==> config.mk <==
export PLATFORM = sky130hd
export DESIGN_NAME = memoria_instrucoes_prog_flat
export DESIGN_NICKNAME = d
export VERILOG_FILES = /design/src/rtl/nrisc_pkg.sv /design/src/rtl/memoria_instrucoes_prog_if.sv /design/src/rtl/ram_sync_1r1w.sv /design/src/rtl/memoria_instrucoes_prog.sv /design/src/flat_wrapper.sv
export SDC_FILE = /design/constraint.sdc
export NUM_CORES = 2
export LEC_CHECK = 0
export ABC_AREA = 1
export CAP_MARGIN = 20
export CORE_MARGIN = 2
export CORE_UTILIZATION = 35
export CTS_BUF_LIST = sky130_fd_sc_hd__clkbuf_4 sky130_fd_sc_hd__clkbuf_8 sky130_fd_sc_hd__clkbuf_16
export CTS_CLUSTER_DIAMETER = 60
export DETAILED_ROUTE_END_ITERATION = 6
export PLACE_DENSITY_LB_ADDON = 0.2
export SYNTH_ARGS = -nofsm -noshare
export SYNTH_HDL_FRONTEND = slang
export SYNTH_HIERARCHICAL = 1
export SYNTH_SLANG_ARGS = --single-unit
==> constraint.sdc <==
create_clock -name clock -period 2.5 [get_ports clock]
set_clock_uncertainty 0.1 [all_clocks]
set_input_delay 0.75 -clock clock [delete_from_list [all_inputs] [get_ports clock]]
set_output_delay 0.75 -clock clock [all_outputs]
set_load 0.01 [all_outputs]
==> src/rtl/nrisc_pkg.sv <==
// nrisc_pkg -- shared definitions for the NRISC instruction store.
//   NRISC_DATA_W / NRISC_ADDR_W : default instruction word and address widths
//   NRISC_NOP_WORD              : default word returned on an out-of-range fetch
//   prog_state_t                : RUN / PROG mode of the programmable memory
//   idx_width()                 : index width needed to address a given depth
package nrisc_pkg;

  localparam int NRISC_DATA_W = 8;
  localparam int NRISC_ADDR_W = 8;
  localparam int NRISC_DEPTH  = 256;

  localparam logic [NRISC_DATA_W-1:0] NRISC_NOP_WORD = '0;

  typedef enum logic {
    ST_RUN  = 1'b0,
    ST_PROG = 1'b1
  } prog_state_t;

  // A depth of 1 still needs a 1-bit index so port widths never collapse to 0.
  function automatic int idx_width(input int depth);
    return (depth > 1) ? $clog2(depth) : 1;
  endfunction

endpackage

==> src/rtl/memoria_instrucoes_prog_if.sv <==
// memoria_instrucoes_prog_if -- fetch and programming signals of the
// instruction memory.
//   master : drives fetch_req/endereco and the prog_* controls, receives results
//   slave  : the memory; returns out/fetch_valid/fault and programming status
interface memoria_instrucoes_prog_if #(
  parameter int DATA_W = nrisc_pkg::NRISC_DATA_W,
  parameter int ADDR_W = nrisc_pkg::NRISC_ADDR_W
) ();

  logic              fetch_req;
  logic [ADDR_W-1:0] endereco;
  logic [DATA_W-1:0] out;
  logic              fetch_valid;
  logic              fault;

  logic              prog_start;
  logic              prog_we;
  logic [DATA_W-1:0] prog_data;
  logic              prog_end;
  logic              prog_busy;
  logic              prog_done;
  logic [ADDR_W:0]   prog_count;

  modport master (
    output fetch_req, endereco, prog_start, prog_we, prog_data, prog_end,
    input  out, fetch_valid, fault, prog_busy, prog_done, prog_count
  );

  modport slave (
    input  fetch_req, endereco, prog_start, prog_we, prog_data, prog_end,
    output out, fetch_valid, fault, prog_busy, prog_done, prog_count
  );

endinterface

==> src/rtl/ram_sync_1r1w.sv <==
// ram_sync_1r1w -- DEPTH x DATA_W storage, one synchronous read port and one
// write port, both on the rising clock edge. No reset: contents survive a
// reset of the surrounding logic.
//   clock       : clock
//   we/waddr/wdata : write port
//   re/raddr/rdata : read port, rdata updates only when re is high
module ram_sync_1r1w #(
  parameter int DATA_W = 8,
  parameter int DEPTH  = 256,
  parameter int AW     = 8
) (
  input  logic              clock,
  input  logic              we,
  input  logic [AW-1:0]     waddr,
  input  logic [DATA_W-1:0] wdata,
  input  logic              re,
  input  logic [AW-1:0]     raddr,
  output logic [DATA_W-1:0] rdata
);

  logic [DATA_W-1:0] mem [DEPTH];

  always_ff @(posedge clock) begin
    if (we) mem[waddr] <= wdata;
    if (re) rdata <= mem[raddr];
  end

endmodule

==> src/rtl/memoria_instrucoes_prog.sv <==
// memoria_instrucoes_prog -- programmable instruction memory.
// In RUN the memory serves fetches; in PROG words are written sequentially
// from address 0 through an internal pointer.
//   clock, reset : rising-edge clock, asynchronous active-high reset
//   bus          : fetch port (fetch_req, endereco -> out, fetch_valid, fault)
//                  and programming port (prog_start, prog_we, prog_data,
//                  prog_end -> prog_busy, prog_done, prog_count)
//
//   state   | meaning
//   --------+-------------------------------------------------------------
//   ST_RUN  | fetches accepted, writes ignored
//   ST_PROG | writes accepted at the pointer, fetches ignored
module memoria_instrucoes_prog
  import nrisc_pkg::*;
#(
  parameter int                DATA_W   = NRISC_DATA_W,
  parameter int                ADDR_W   = NRISC_ADDR_W,
  parameter int                DEPTH    = NRISC_DEPTH,
  parameter logic [DATA_W-1:0] NOP_WORD = DATA_W'(NRISC_NOP_WORD)
) (
  input logic                     clock,
  input logic                     reset,
  memoria_instrucoes_prog_if.slave bus
);

  localparam int              IDX_W   = idx_width(DEPTH);
  localparam logic [ADDR_W:0] DEPTH_C = (ADDR_W+1)'(DEPTH);
  localparam logic [ADDR_W:0] LAST_C  = (ADDR_W+1)'(DEPTH - 1);
  localparam logic [ADDR_W:0] ONE_C   = (ADDR_W+1)'(1);

  prog_state_t       state_q, state_d;
  logic [ADDR_W:0]   cnt_q, cnt_d;
  logic              done_q, done_d;

  logic              in_range;
  logic              fetch_go;
  logic              wr_go;
  logic [DATA_W-1:0] ram_q;

  // Stage 1 of a fetch: RAM read issued, range result remembered.
  logic              pend_valid_q;
  logic              pend_fault_q;

  // Stage 2: registered outputs.
  logic [DATA_W-1:0] out_q;
  logic              valid_q;
  logic              fault_q;

  assign in_range = ({1'b0, bus.endereco} < DEPTH_C);
  // prog_start outranks a simultaneous fetch, so the fetch is dropped.
  assign fetch_go = (state_q == ST_RUN) && bus.fetch_req && !bus.prog_start;
  assign wr_go    = (state_q == ST_PROG) && bus.prog_we;

  ram_sync_1r1w #(
    .DATA_W (DATA_W),
    .DEPTH  (DEPTH),
    .AW     (IDX_W)
  ) u_ram (
    .clock (clock),
    .we    (wr_go),
    .waddr (cnt_q[IDX_W-1:0]),
    .wdata (bus.prog_data),
    .re    (fetch_go && in_range),
    .raddr (bus.endereco[IDX_W-1:0]),
    .rdata (ram_q)
  );

  always_comb begin
    state_d = state_q;
    cnt_d   = cnt_q;
    done_d  = 1'b0;
    case (state_q)
      ST_RUN: begin
        if (bus.prog_start) begin
          state_d = ST_PROG;
          cnt_d   = '0;
        end
      end
      ST_PROG: begin
        if (bus.prog_we) cnt_d = cnt_q + ONE_C;
        // A write into the last address closes the session; the pointer never wraps.
        if (bus.prog_end || (bus.prog_we && (cnt_q == LAST_C))) begin
          state_d = ST_RUN;
          done_d  = 1'b1;
        end
      end
      default: state_d = ST_RUN;
    endcase
  end

  always_ff @(posedge clock or posedge reset) begin
    if (reset) begin
      state_q      <= ST_RUN;
      cnt_q        <= '0;
      done_q       <= 1'b0;
      pend_valid_q <= 1'b0;
      pend_fault_q <= 1'b0;
      out_q        <= '0;
      valid_q      <= 1'b0;
      fault_q      <= 1'b0;
    end else begin
      state_q      <= state_d;
      cnt_q        <= cnt_d;
      done_q       <= done_d;
      pend_valid_q <= fetch_go;
      pend_fault_q <= fetch_go && !in_range;
      valid_q      <= pend_valid_q;
      fault_q      <= pend_valid_q && pend_fault_q;
      if (pend_valid_q) out_q <= pend_fault_q ? NOP_WORD : ram_q;
    end
  end

  assign bus.out         = out_q;
  assign bus.fetch_valid = valid_q;
  assign bus.fault       = fault_q;
  assign bus.prog_busy   = (state_q == ST_PROG);
  assign bus.prog_done   = done_q;
  assign bus.prog_count  = cnt_q;

endmodule

==> src/flat_wrapper.sv <==
// flat-port wrapper written by rule: the top's interface ports become plain ports
module memoria_instrucoes_prog_flat import nrisc_pkg::*;
#(
  parameter int                DATA_W   = NRISC_DATA_W,
  parameter int                ADDR_W   = NRISC_ADDR_W,
  parameter int                DEPTH    = NRISC_DEPTH,
  parameter logic [DATA_W-1:0] NOP_WORD = DATA_W'(NRISC_NOP_WORD)
)
  (clock, reset, bus_fetch_req, bus_endereco, bus_prog_start, bus_prog_we, bus_prog_data, bus_prog_end, bus_out, bus_fetch_valid, bus_fault, bus_prog_busy, bus_prog_done, bus_prog_count);
  memoria_instrucoes_prog_if #(.DATA_W(DATA_W), .ADDR_W(ADDR_W)) bus_i ();
  input logic clock;
  input logic reset;
  input wire logic [$bits(bus_i.fetch_req)-1:0] bus_fetch_req;
  input wire logic [$bits(bus_i.endereco)-1:0] bus_endereco;
  input wire logic [$bits(bus_i.prog_start)-1:0] bus_prog_start;
  input wire logic [$bits(bus_i.prog_we)-1:0] bus_prog_we;
  input wire logic [$bits(bus_i.prog_data)-1:0] bus_prog_data;
  input wire logic [$bits(bus_i.prog_end)-1:0] bus_prog_end;
  output wire logic [$bits(bus_i.out)-1:0] bus_out;
  output wire logic [$bits(bus_i.fetch_valid)-1:0] bus_fetch_valid;
  output wire logic [$bits(bus_i.fault)-1:0] bus_fault;
  output wire logic [$bits(bus_i.prog_busy)-1:0] bus_prog_busy;
  output wire logic [$bits(bus_i.prog_done)-1:0] bus_prog_done;
  output wire logic [$bits(bus_i.prog_count)-1:0] bus_prog_count;
  assign bus_i.fetch_req = bus_fetch_req;
  assign bus_i.endereco = bus_endereco;
  assign bus_i.prog_start = bus_prog_start;
  assign bus_i.prog_we = bus_prog_we;
  assign bus_i.prog_data = bus_prog_data;
  assign bus_i.prog_end = bus_prog_end;
  assign bus_out = bus_i.out;
  assign bus_fetch_valid = bus_i.fetch_valid;
  assign bus_fault = bus_i.fault;
  assign bus_prog_busy = bus_i.prog_busy;
  assign bus_prog_done = bus_i.prog_done;
  assign bus_prog_count = bus_i.prog_count;
  memoria_instrucoes_prog #(.DATA_W(DATA_W), .ADDR_W(ADDR_W), .DEPTH(DEPTH), .NOP_WORD(NOP_WORD)) u_core (.clock(clock), .reset(reset), .bus(bus_i));
endmodule
==> impl_metrics.tcl <==
set metrics [dict create \
    status "finished, final reports clean" \
    final_nets 7651 \
    irDropWorstVdd_mv 0.5553 \
    drtPass1Iterations 6 \
    worst_slack_ns 0.04157 \
    power_switching_mw 17.75 \
    clk_latency_ns 0.86 \
    postRouteAntennaNets 0 \
    grt_overflow 0 \
    hold_ws_ns 0.1144 \
    io_pins 43 \
    synthesis.nets 7124 \
    holdBufCountCts 0 \
    max_freq_ghz 0.4068 \
    syn_avg_cell_area_sq_um 11.89 \
    yosysMostFrequentCell "nand2_1" \
    wirelength_microns 259400 \
    drt_iter0_drc 5864 \
    path_buf_inv 4 \
    grt_max_degree 83 \
    crit_chain "buf_8, inv_8, buf_4, buf_4, nand3_1, nand3_1, nand3_1, nand3_1, nand3_1, nand3_1, nand2_1, nand2_1, nand2_1" \
    drc 0 \
    reg2reg_slack_ns 0.17 \
    worst_pin_slew_ns 0.7675 \
    crit_slowest_cell "buf_4" \
    hpwl_microns 166100 \
    netlist.area_leader.share 0.7315 \
    finalInstanceArea_sq_mm 0.1009 \
    post_drt_wl_per_cell_microns 23.59 \
    syn-cell-area_sq_mm 0.08440 \
    hold_viol_final 0 \
    rows 180 \
    cts_made_buffers 217 \
    min_path_type "in -> reg" \
    finalSetupViolCount 0 \
    crit_path_frequent_cell "nand3_1" \
    hold_path_depth 1 \
    cts_max_level 4 \
    hold_end "u_core/u_ram/mem[77][4]$_DFFE_PP_" \
    clkPwrFrac 0.416 \
    core_sq_mm 0.2401 \
    postSynthCellCount 7100 \
    seqPwrFrac 0.507 \
    synth-async-reset-ratio 0.01011 \
    path_clk_slew_ns 0.06 \
    initial_core_util 0.3516 \
    synth_flop_cell "edfxtp_1" \
    synth_cell_types 26 \
    crit_path_end_kind "register" \
    place_area_sq_mm 0.09395 \
    clock-sinks 2077 \
    worstSetupPathType "in -> reg" \
    start_kind "primary input" \
    grt_pass1_vias 55220 \
    yosysWarnings 6 \
    min_period_ns 2.458 \
    pre_cts_slack_ns -0.8211 \
    clock_path_buffers 3 \
    die_y_microns 495.1 \
    max_cap_violations 0 \
    finalCritPeriodShare 0.9834 \
    arrival_ns 2.95 \
    route.vias.total 56940 \
    path_delay_family "simple AND/OR/NAND/NOR gates" \
    syn_to_final_growth_pct 19.58 \
    dieArea_sq_mm 0.2451 \
    tritoncts "done" \
    drive_above_1_share 0.1467 \
    cts-root-buf "clkbuf_16" \
    intPower_mw 58.10 \
    swShare 0.2340 \
    synth-edff-count 2056 \
    setup-tns-final_ns 0 \
    post-route-util 0.4204 \
    grt_usage 0.2092 \
    antenna_found_initial 7 \
    required_ns 3.00 \
    grt_pass1_wl_microns 380300 \
    synth_seq_cells 2077 \
    cp_max_fo 23 \
    synth_common_cells "2145 x nand2_1, 2056 x edfxtp_1, 2025 x nand3_1, 294 x nor2_1, 269 x buf_2" \
    yosys-top-cells-area "edfxtp_1 73%, nand3_1 12%, nand2_1 9.5%, buf_2 1.6%, nor2_1 1.3%" \
    combPwrFrac 0.077 \
    ys_seq_area_frac 0.7377 \
    yosysTopAreaCell "edfxtp_1" \
    p_per_area_mw_per_mm2 751.5 \
    p_leak_nw 36.26 \
    ff2ff_path_depth 5 \
    rsz0062_at_grt "no" \
    numPortBuffers 41 \
    gp_congestion 0.9059 \
    via_per_inst 5.179 \
    holdCritStartpoint "bus_prog_data[4]" \
    drv_slew 0 \
    fp.dieW_microns 495.1 \
    slew_headroom 0.4871 \
    regToRegEndpoint "u_core/u_ram/mem[135][0]$_DFFE_PP_" \
    max_stage_delay_ns 0.34 \
    r2r-start "u_core/bus.prog_count[4]$_DFFE_PP0P_" \
]
[power groups by stage]
stage	Clock (mW)	Combinational, mW	Sequential [mW]
after floorplan	0	2.54	39.3
after global placement	0	5.78	39.3
after detailed placement	0	5.79	39.3
after CTS	32.1	5.84	38.5
after global routing	33.4	6.25	38.5
final	31.6	5.81	38.5
[layout make-up]
type	instances	area (sq um)
Fill cell	22570	139200
Sequential cell	2077	62270
Multi-Input combinational cell	4488	19520
Timing Repair Buffer	793	7995
Clock buffer	263	5846
Tap cell	3185	3985
Clock inverter	136	1089
Inverter	50	221.5
Antenna cell	2	5.005
[logic make-up after synthesis]
logic type	after synthesis	synth area share
and+or+nand+nor	4469	0.2289
DFF	2077	0.7377
buffers and inverters	535	0.03146
AOI/OAI and AO/OA	8	0.0005188
muxes	8	0.001067
adders and majority gates	2	0.0002964
other	1	0.00004443
[metrics by stage]
stage                     power [mW]  cells
after CTS                      76.45  10990
final                          75.85  10990
after global placement         45.04  10580
after global routing           78.11  10990
after detailed placement       45.05  10580
after floorplan                41.80   7100
[worst max-delay path by stage]
stage | slack (ns) | cells past startpoint | end | startpoint
after floorplan | -0.05 | 6 | u_core/u_ram/mem[162][0]$_DFFE_PP_ | bus_prog_we
after global placement | -0.81 | 13 | u_core/u_ram/rdata[7]$_DFFE_PP_ | bus_endereco[1]
after detailed placement | -0.82 | 13 | u_core/u_ram/rdata[6]$_DFFE_PP_ | bus_endereco[1]
after CTS | 0.0006 | 1 | bus_prog_count[4] | u_core/bus.prog_count[4]$_DFFE_PP0P_
after global routing | 0.004 | 1 | bus_prog_count[4] | u_core/bus.prog_count[4]$_DFFE_PP0P_
final | 0.04 | 13 | u_core/u_ram/rdata[3]$_DFFE_PP_ | bus_endereco[1]
[worst reg2reg max path, cell delays in order, from the launching register on]
cell     delay (ns)
dfrtp_2        0.42
buf_4          0.18
nor2_1         0.25
nand2_1        0.52
nor2_1         0.33
buf_4          0.23
[registers in the layout (all words and copies together), names as in the netlist]
register / flops
u_core/bus.prog_busy: 1
u_core/pend_valid_q: 1
u_core/bus.prog_done: 1
u_core/u_ram/mem: 2048
u_core/bus.fetch_valid: 1
u_core/bus.out: 8
u_core/u_ram/rdata: 8
u_core/bus.prog_count: 9
[timing repair]
item	in CTS	in global routing
resized for setup	37	0
buffers inserted	8	1
setup endpoints to repair	20	1
[routing by layer]
layer	GRT usage	vias up	wire length, microns
met5	0	-	0
li1	-	26250	-
met3	0.03102	372	15980
met4	0.06533	0	8017
met1	0.2937	28440	113200
met2	0.3348	1883	122200
[placed cells by master, fill, tap and decap left out, drive strengths merged]
master | synthesis | final
buf | 373 | 769
clkinvlp | 0 | 4
nor3 | 1 | 1
edfxtp | 2056 | 2056
conb | 1 | 1
clkbuf | 112 | 263
clkdlybuf4s50 | 0 | 7
mux2 | 8 | 8
nand2 | 2147 | 2147
o21ai | 3 | 3
nand3 | 2025 | 2025
bufinv | 0 | 13
nor2 | 295 | 295
and3 | 1 | 1
o22ai | 1 | 1
a21oi | 3 | 3
a22oi | 1 | 1
clkinv | 0 | 114
ha | 2 | 2
dfrtp | 21 | 21
dlygate4sd2 | 0 | 17
inv | 50 | 55
diode | 0 | 2
Power figures use the tool's default switching activity.
